[src/rtl/ext_int_ctrl.sv]
// Machine-external interrupt controller: latches rising edges on peripheral lines,
// picks the lowest-index enabled pending source and runs the req/take/mret handshake.
module ext_int_ctrl #(
  parameter int NSRC = 8,
  parameter int IDW  = 3
) (
  input  logic            clock,
  input  logic            reset_n,
  input  logic [NSRC-1:0] irq_src,
  input  logic [NSRC-1:0] irq_en,
  input  logic            int_taken,
  input  logic            ret,
  output logic            int_req,
  output logic [IDW-1:0]  active_id,
  output logic [NSRC-1:0] pending,
  output logic            busy
);

  typedef enum logic [1:0] {
    IDLE    = 2'd0,
    REQ     = 2'd1,
    SERVICE = 2'd2
  } state_t;

  state_t          state;
  state_t          state_nxt;
  logic [NSRC-1:0] src_q;
  logic [NSRC-1:0] rise;
  logic [NSRC-1:0] elig;
  logic [NSRC-1:0] clr;
  logic [IDW-1:0]  winner;
  logic            any_elig;
  logic            take_now;

  assign rise     = irq_src & ~src_q;
  assign elig     = pending & irq_en;
  assign any_elig = |elig;
  assign take_now = (state == REQ) && int_taken;

  // Descending scan so the lowest eligible index is the last assignment to stick.
  always_comb begin
    winner = '0;
    for (int i = NSRC - 1; i >= 0; i--) begin
      if (elig[i]) begin
        winner = IDW'(i);
      end
    end
  end

  always_comb begin
    clr = '0;
    for (int i = 0; i < NSRC; i++) begin
      clr[i] = take_now && (active_id == IDW'(i));
    end
  end

  // A new edge in the same cycle as the take keeps the bit set.
  always_ff @(posedge clock or negedge reset_n) begin
    if (!reset_n) begin
      src_q   <= '0;
      pending <= '0;
    end else begin
      src_q   <= irq_src;
      pending <= (pending & ~clr) | rise;
    end
  end

  always_ff @(posedge clock or negedge reset_n) begin
    if (!reset_n) begin
      active_id <= '0;
    end else if ((state == IDLE) && any_elig) begin
      active_id <= winner;
    end
  end

  always_ff @(posedge clock or negedge reset_n) begin
    if (!reset_n) begin
      state <= IDLE;
    end else begin
      state <= state_nxt;
    end
  end

  always_comb begin
    state_nxt = state;
    unique case (state)
      IDLE:    if (any_elig)  state_nxt = REQ;
      REQ:     if (int_taken) state_nxt = SERVICE;
      SERVICE: if (ret)       state_nxt = IDLE;
      default:                state_nxt = IDLE;
    endcase
  end

  // Outputs decode the state register only, so nothing combinational reaches them.
  always_comb begin
    int_req = (state == REQ);
    busy    = (state == SERVICE);
  end

endmodule

[config.mk]
export PLATFORM = sky130hd
export DESIGN_NAME = ext_int_ctrl
export DESIGN_NICKNAME = d
export VERILOG_FILES = /design/src/rtl/ext_int_ctrl.sv
export SDC_FILE = /design/constraint.sdc
export NUM_CORES = 1
export LEC_CHECK = 0
export BUFFER_PORTS_ARGS = -buffer_cell sky130_fd_sc_hd__buf_2
export CAP_MARGIN = 20
export CORE_ASPECT_RATIO = 1.5
export CORE_MARGIN = 2
export CORE_UTILIZATION = 40
export CTS_CLUSTER_SIZE = 20
export DETAILED_ROUTE_END_ITERATION = 6
export PLACE_DENSITY_LB_ADDON = 0.15
export SYNTH_ARGS = -nofsm -noshare
export SYNTH_HDL_FRONTEND = slang
export SYNTH_SLANG_ARGS = --single-unit
[constraint.sdc]
create_clock -name clock -period 2.8 [get_ports clock]
set_input_delay 0.14 -clock clock [delete_from_list [all_inputs] [get_ports clock]]
set_output_delay 0.14 -clock clock [all_outputs]
set_load 0.005 [all_outputs]
==> results of run 1 <==
[flip-flops by register name, summed over array words and instances, names as in the netlist]
signal and flops:
src_q 8, state 2, active_id 3, pending 8
[worst reg2reg max path, stage by stage, from the launching register on]
cell and delay [ns]:
dfrtp_1 0.42, nand2b_1 0.17, inv_1 0.08, nand3_1 0.17, o31ai_1 0.24, o21ai_0 0.11
[final cells by class]
class | count | area (µm²) | share of cell area, %
sequential | 21 | 525.5 | 45.41
multi-input combinational | 50 | 286.5 | 24.76
timing repair buffer | 41 | 250.2 | 21.62
inverter | 11 | 41.29 | 3.568
tap | 22 | 27.53 | 2.378
clock buffer | 4 | 26.28 | 2.270
[layout by cell type (no fill, tap or decap)]
| master | count |
|---|---|
| dlygate4sd3_1 | 9 |
| nand4_1 | 1 |
| a32o_1 | 2 |
| nand3b_1 | 1 |
| a31oi_1 | 1 |
| nand3_1 | 2 |
| dfrtp_1 | 21 |
| inv_1 | 11 |
| o21ai_1 | 1 |
| a21oi_1 | 4 |
| buf_2 | 32 |
| o31ai_1 | 1 |
| nand2_1 | 9 |
| nand2b_1 | 3 |
| or2_4 | 1 |
| o31ai_2 | 1 |
| a22oi_1 | 4 |
| nor2_1 | 1 |
| clkbuf_4 | 3 |
| o2bb2ai_1 | 1 |
| o21ai_0 | 16 |
| clkbuf_1 | 1 |
| or2b_1 | 1 |
[metal layers]
metal | wire length (µm) | vias up | track usage, %
met5 | 0 | - | 0
met3 | 91 | 5 | 3.571
li1 | - | 375 | -
met4 | 50 | 0 | 9.677
met2 | 1079 | 21 | 33.48
met1 | 778 | 376 | 18.57
[how the worst max path moves through the flow]
stage                            end  slack (ns)  depth (start not counted)     start
after detailed placement  pending[4]        1.54                          5  state[1]
after global placement    pending[4]        1.58                          5  state[1]
after CTS                 pending[4]        1.50                          5  state[1]
after floorplan           pending[0]        1.68                          4  state[1]
final                     pending[4]        1.50                          5  state[1]
after global routing      pending[4]        1.34                          5  state[1]
[per-stage QoR]
stage	instance area (µm²)	instances	total power (W)	util, %
floorplan	853.3	82	0.0006192	-
global placement	1041	136	0.0007567	51.36
detailed placement	1041	136	0.0007696	51.36
CTS	1157	149	0.0009245	57.10
global route	1157	149	0.0009860	57.10
finish	1157	149	0.0009206	57.10
[synthesized netlist by cell type (all sizes together)]
| cell type | instances | area share, % |
|---|---|---|
| dfrtp | 21 | 62 |
| o31ai | 2 | 2.3 |
| o21ai | 17 | 10 |
| nand4 | 1 | 0.73 |
| o2bb2ai | 1 | 1.0 |
| nand3b | 1 | 0.88 |
| a32o | 2 | 2.3 |
| nand2b | 3 | 2.2 |
| inv | 11 | 4.8 |
| nor2 | 1 | 0.44 |
| or2 | 1 | 1.0 |
| nand3 | 2 | 1.2 |
| a31oi | 1 | 0.73 |
| nand2 | 9 | 4.0 |
| a21oi | 4 | 2.3 |
| a22oi | 4 | 3.5 |
| or2b | 1 | 0.88 |
[power by group]
part / switching [W] / internal [W]
Clock: 0.0000932 / 0.0000558
Sequential: 0.0000903 / 0.000378
Combinational: 0.000155 / 0.000148
Total: 0.000339 / 0.000582
[cells by family (layout without fill, tap and decap cells)]
group	Yosys count	in the layout	synth area share, %
and+or+nand+nor	19	19	11.29
buffers and inverters	11	56	4.839
AOI/OAI and AO/OA	31	31	22.29
DFF	21	21	61.58
==> reports/qor.yml, run 1 <==
timing:
  fin_setup_tns_ns: 0
  hold_viol_final: 0
  finalWorstSetupSlack_ns: 1.499
  rsz0062_at_grt: "false"
  maxSlewHeadroom_pct: 69.37
  finalClockSkew_ns: 0.002786
  period_share_pct: 46.46
  drv_slew: 0
  timing_worst_slew_pin_value_ns: 0.4594
  setup_viol: 0
  holdWs_ns: 0.02210
  max_freq_mhz: 768.8
  period_minus_slack_ns: 1.301
placed_design:
  dpl_worst_slack_ns: 1.538
  gp_congestion: 0.8225
  dp_hpwl_um: 1459
  portBuffers: 32
route:
  vias_per_cell: 5.215
  num_vias: 777
  drt-total-wl_um: 1999
  ant_nets: 0
  firstDrtPassIters: 4
  drt-initial-drc-count: 17
  drcViolationCount: 0
  wire_per_inst_um: 13.42
status:
  status: "complete, no violations"
clock_tree:
  cts_buffers: 3
  clockBufferDepth: 2
  cts_sinks: 21
  cts_hold_buf: 9
  clk_pin_slew_ns: 0.11
  post_cts_buffers: 0
  cts_tree: "built"
  htreeDepth: 1
  cts-root-buf: "clkbuf_4"
  clk-insertion-delay-late_ns: 0.31
  cts_resized: 0
finish:
  area_growth_pct: 35.63
  antennaDiodeCount: 0
  nFillCells: 201
  final_nets: 148
  drive_gt1_share_pct: 29.13
worst_setup_path:
  crit_type: "register to register"
  worst_setup_path_end_kind: "register"
  crit_fanout: 4
  critPathTopFamily: "flip-flops"
  regToRegEndpoint: "pending[4]"
  r2r_slack_ns: 1.50
  reg2reg_from: "state[1]"
  cp-start-kind: "register"
  crit_chain: "nand2b_1 > inv_1 > nand3_1 > o31ai_1 > o21ai_0"
  slowest_stage: "dfrtp_1"
  r2r_cells: 5
  required_ns: 3.00
  critPathBufInv: 1
  crit_path_max_incr_delay_ns: 0.42
  arrival_ns: 1.50
global_route:
  grt_pass1_wl_um: 3325
  grt_pass1_vias: 780
  grt_max_degree: 22
  antenna_found_initial: 0
  grt.total_usage_pct: 17.79
  overflow: 0
synth:
  avgSynthCellArea_um2: 10.41
  synth.net_count: 102
  ys_seq_area_share_pct: 61.58
  yosys_warnings: 0
  synth_cell_type_count: 19
  netlist_area_um2: 853.3
  ys_seq_elements: 21
  synth_cells: 82
hold_path:
  whs_endpoint: "state[1]"
  holdCritStartpoint: "ret"
  hold_path_depth: 2
  hold_class: "primary input to register"
die:
  coreArea_um2: 2027
  dieArea_um2: 2526
  die_h_um: 60.57
  fp.dieW_um: 41.71
  pin_count: 33
  rows: 20
  start_util_pct: 42.10
power_and_ir_drop:
  power_density_nw_per_um2: 795.5
  power.leakage_nw: 0.5520
  peakVddDrop_mv: 0.4043
job:
  maxCapViolations: 0
Power figures use the tool's default switching activity.
==> run 2: changes to the inputs <==
==> constraint.sdc (replaced) <==
create_clock -name clock -period 1.1 [get_ports clock]
set_input_delay 0.055 -clock clock [delete_from_list [all_inputs] [get_ports clock]]
set_output_delay 0.055 -clock clock [all_outputs]
set_load 0.005 [all_outputs]
==> run 2 against run 1 <==
The run now ends with negative setup slack left. Total power grew to 3.0 times the previous value. First-iteration DRC count fell by 12%. Fmax increased by 4.3%. Combinational power rose to 4.1 times the previous value. Clock power rose by 150%. Utilization up 9.6 points. Cell area up 17%. Register-to-register slack got worse by 1.6 ns. Critical endpoint is now pending[0]. Highest routed layer unchanged.
==> reports/qor.yml, run 2 (same netlist as run 1, synthesis figures left out) <==
route:
  drt-initial-drc-count: 15  # -2
  wire_per_inst_um: 14.61  # +8.9%
  firstDrtPassIters: 4  # unchanged
  ant_nets: 0  # unchanged
  drcViolationCount: 0  # unchanged
  num_vias: 855  # +10%
  drt-total-wl_um: 2440  # +22%
  vias_per_cell: 5.120  # -1.8%
timing:
  hold_viol_final: 0  # unchanged
  setup_viol: 15  # +15
  maxSlewHeadroom_pct: 67.27  # -2.1 points
  finalClockSkew_ns: 0.006417  # +0.003630 ns
  max_freq_mhz: 801.6  # +4.3%
  timing_worst_slew_pin_value_ns: 0.4909  # +0.03143 ns
  finalWorstSetupSlack_ns: -0.1475  # -1.647 ns
  period_share_pct: 113.4  # +67 points
  rsz0062_at_grt: "true"
  period_minus_slack_ns: 1.248  # -0.05325 ns
  drv_slew: 0  # unchanged
  fin_setup_tns_ns: -0.9522  # -0.9522 ns
worst_setup_path:
  cp-start-kind: "register"
  crit_fanout: 4  # unchanged
  crit_path_max_incr_delay_ns: 0.41  # about the same
  required_ns: 1.29  # -1.71 ns
  slowest_stage: "dfrtp_1"
  arrival_ns: 1.44  # -0.06 ns
  crit_chain: "nand3b_1 > or2_4 > o31ai_2 > o21ai_1"
  worst_setup_path_end_kind: "register"
  crit_type: "register to register"
power_and_ir_drop:
  peakVddDrop_mv: 1.342  # +230%
  switching_share_pct: 36.10  # -0.71 points
  switchingPower_w: 0.001009  # +200%
  p_int_w: 0.001786  # +210%
  pwr-share-clk_pct: 13.3  # -2.9 points
  comb_power_share_pct: 44.9  # +12 points
  power.leakage_nw: 0.6418  # +16%
  power_density_nw_per_um2: 2068  # +160%
  seqPwrFrac_pct: 41.8  # -9.0 points
  power.total_w: 0.002795  # +200%
die:
  pin_count: 33  # unchanged
  fp.dieW_um: 41.71  # unchanged
  dieArea_um2: 2526  # unchanged
  coreArea_um2: 2027  # unchanged
  rows: 20  # unchanged
  die_h_um: 60.57  # unchanged
  start_util_pct: 42.10  # unchanged
finish:
  final_nets: 166  # +12%
  fin_cells: 167  # +12%
  layout_commonest_cell: "buf_2"
  area_growth_pct: 58.36
  fin_util_pct: 66.67  # +9.6 points
  antennaDiodeCount: 0  # unchanged
  drive_gt1_share_pct: 42.76  # +14 points
  final_cell_mix: "buf_2, dfrtp_1, buf_4"
  reg.largest.list: "pending (8), src_q (8), active_id (3)"
global_route:
  overflow: 0  # unchanged
  grt_pass1_wl_um: 3760  # +13%
  grt_pass1_vias: 906  # +16%
  grt.total_usage_pct: 20.34  # +2.6 points
  grt_max_degree: 22  # unchanged
  antenna_found_initial: 0  # unchanged
clock_tree:
  clockBufferDepth: 2  # unchanged
  htreeDepth: 1  # unchanged
  cts_sinks: 21  # unchanged
  cts_tree: "built"
  clk-insertion-delay-late_ns: 0.30  # about the same
  cts_buffers: 3  # unchanged
  clk_pin_slew_ns: 0.12  # about the same
  cts-root-buf: "clkbuf_4"
placed_design:
  portBuffers: 32  # unchanged
  dp_hpwl_um: 1666  # +14%
  dpl.cell_count: 149  # +9.6%
  gp_congestion: 0.8284  # +0.72%
status:
  status: "complete, but fails checks"
  violations: "negative setup slack"
hold_path:
  hold_class: "primary input to register"
job:
  maxCapViolations: 0  # unchanged
==> run 2: layout make-up <==
class / count / area (µm²)
fillers: 166 / 675.6
flip-flops and latches: 21 / 528.0
repair buffers: 59 / 411.6
multi-input cells: 50 / 316.6
inverters: 11 / 41.29
well taps: 22 / 27.53
clock buffers: 4 / 26.28
==> run 2: per-layer routing <==
metal | GRT usage (%) | share of wire, % | up-vias
li1 | - | - | 415
met1 | 21.86 | 42 | 408
met2 | 38.17 | 53 | 28
met3 | 2.679 | 3.4 | 4
met4 | 11.98 | 2.0 | 0
met5 | 0 | 0 | -
==> run 2: worst paths after layout <==
check	start	cells past startpoint	endpoint	slack, ns
worst max register to register	state[1]	4	pending[0]	-0.15
worst max-delay path	state[1]	4	pending[0]	-0.15
worst min register to register	src_q[0]	1	pending[0]	0.42
min in group asynchronous	reset_n	2	src_q[4]	0.23
max in group asynchronous	reset_n	2	active_id[0]	0.50
worst min-delay path	irq_en[0]	4	active_id[0]	0.07
==> run 2: through the flow <==
| step | hold slack (ns) | area, µm² | setup slack [ns] |
|---|---|---|---|
| floorplan | -0.2406 | 853.3 | -0.02265 |
| global placement | 0.04326 | 1139 | -0.09752 |
| detailed placement | 0.03989 | 1139 | -0.1149 |
| CTS | 0.05023 | 1329 | -0.1299 |
| global route | 0.06719 | 1351 | -0.2022 |
| finish | 0.06718 | 1351 | -0.1475 |
==> run 2: critical path, delay by kind of cell, from the launching register on <==
| family | cells | cell delay [ns] |
|---|---|---|
| flip-flops | 1 | 0.41 |
| AO/OA/AOI/OAI | 2 | 0.28 |
| AND/OR/NAND/NOR | 2 | 0.44 |
==> run 2: timing repair <==
item                       4_1_cts  5_1_grt
hold buffers                    11        0
setup endpoints to repair       16       16
gates resized for setup         17        7
cloned                           0        0
pin swaps                        6        1
hold endpoints to repair        37        0
setup buffers                    2        1
==> run 2: power by group through the flow <==
| stage | clock (W) | combinational, W | sequential [W] |
|---|---|---|---|
| global placement | 0 | 0.00101 | 0.00115 |
| floorplan | 0 | 0.000416 | 0.00116 |
| CTS | 0.000377 | 0.00117 | 0.00117 |
| finish | 0.000371 | 0.00125 | 0.00117 |
| global route | 0.000425 | 0.00137 | 0.00119 |
| detailed placement | 0 | 0.00103 | 0.00116 |
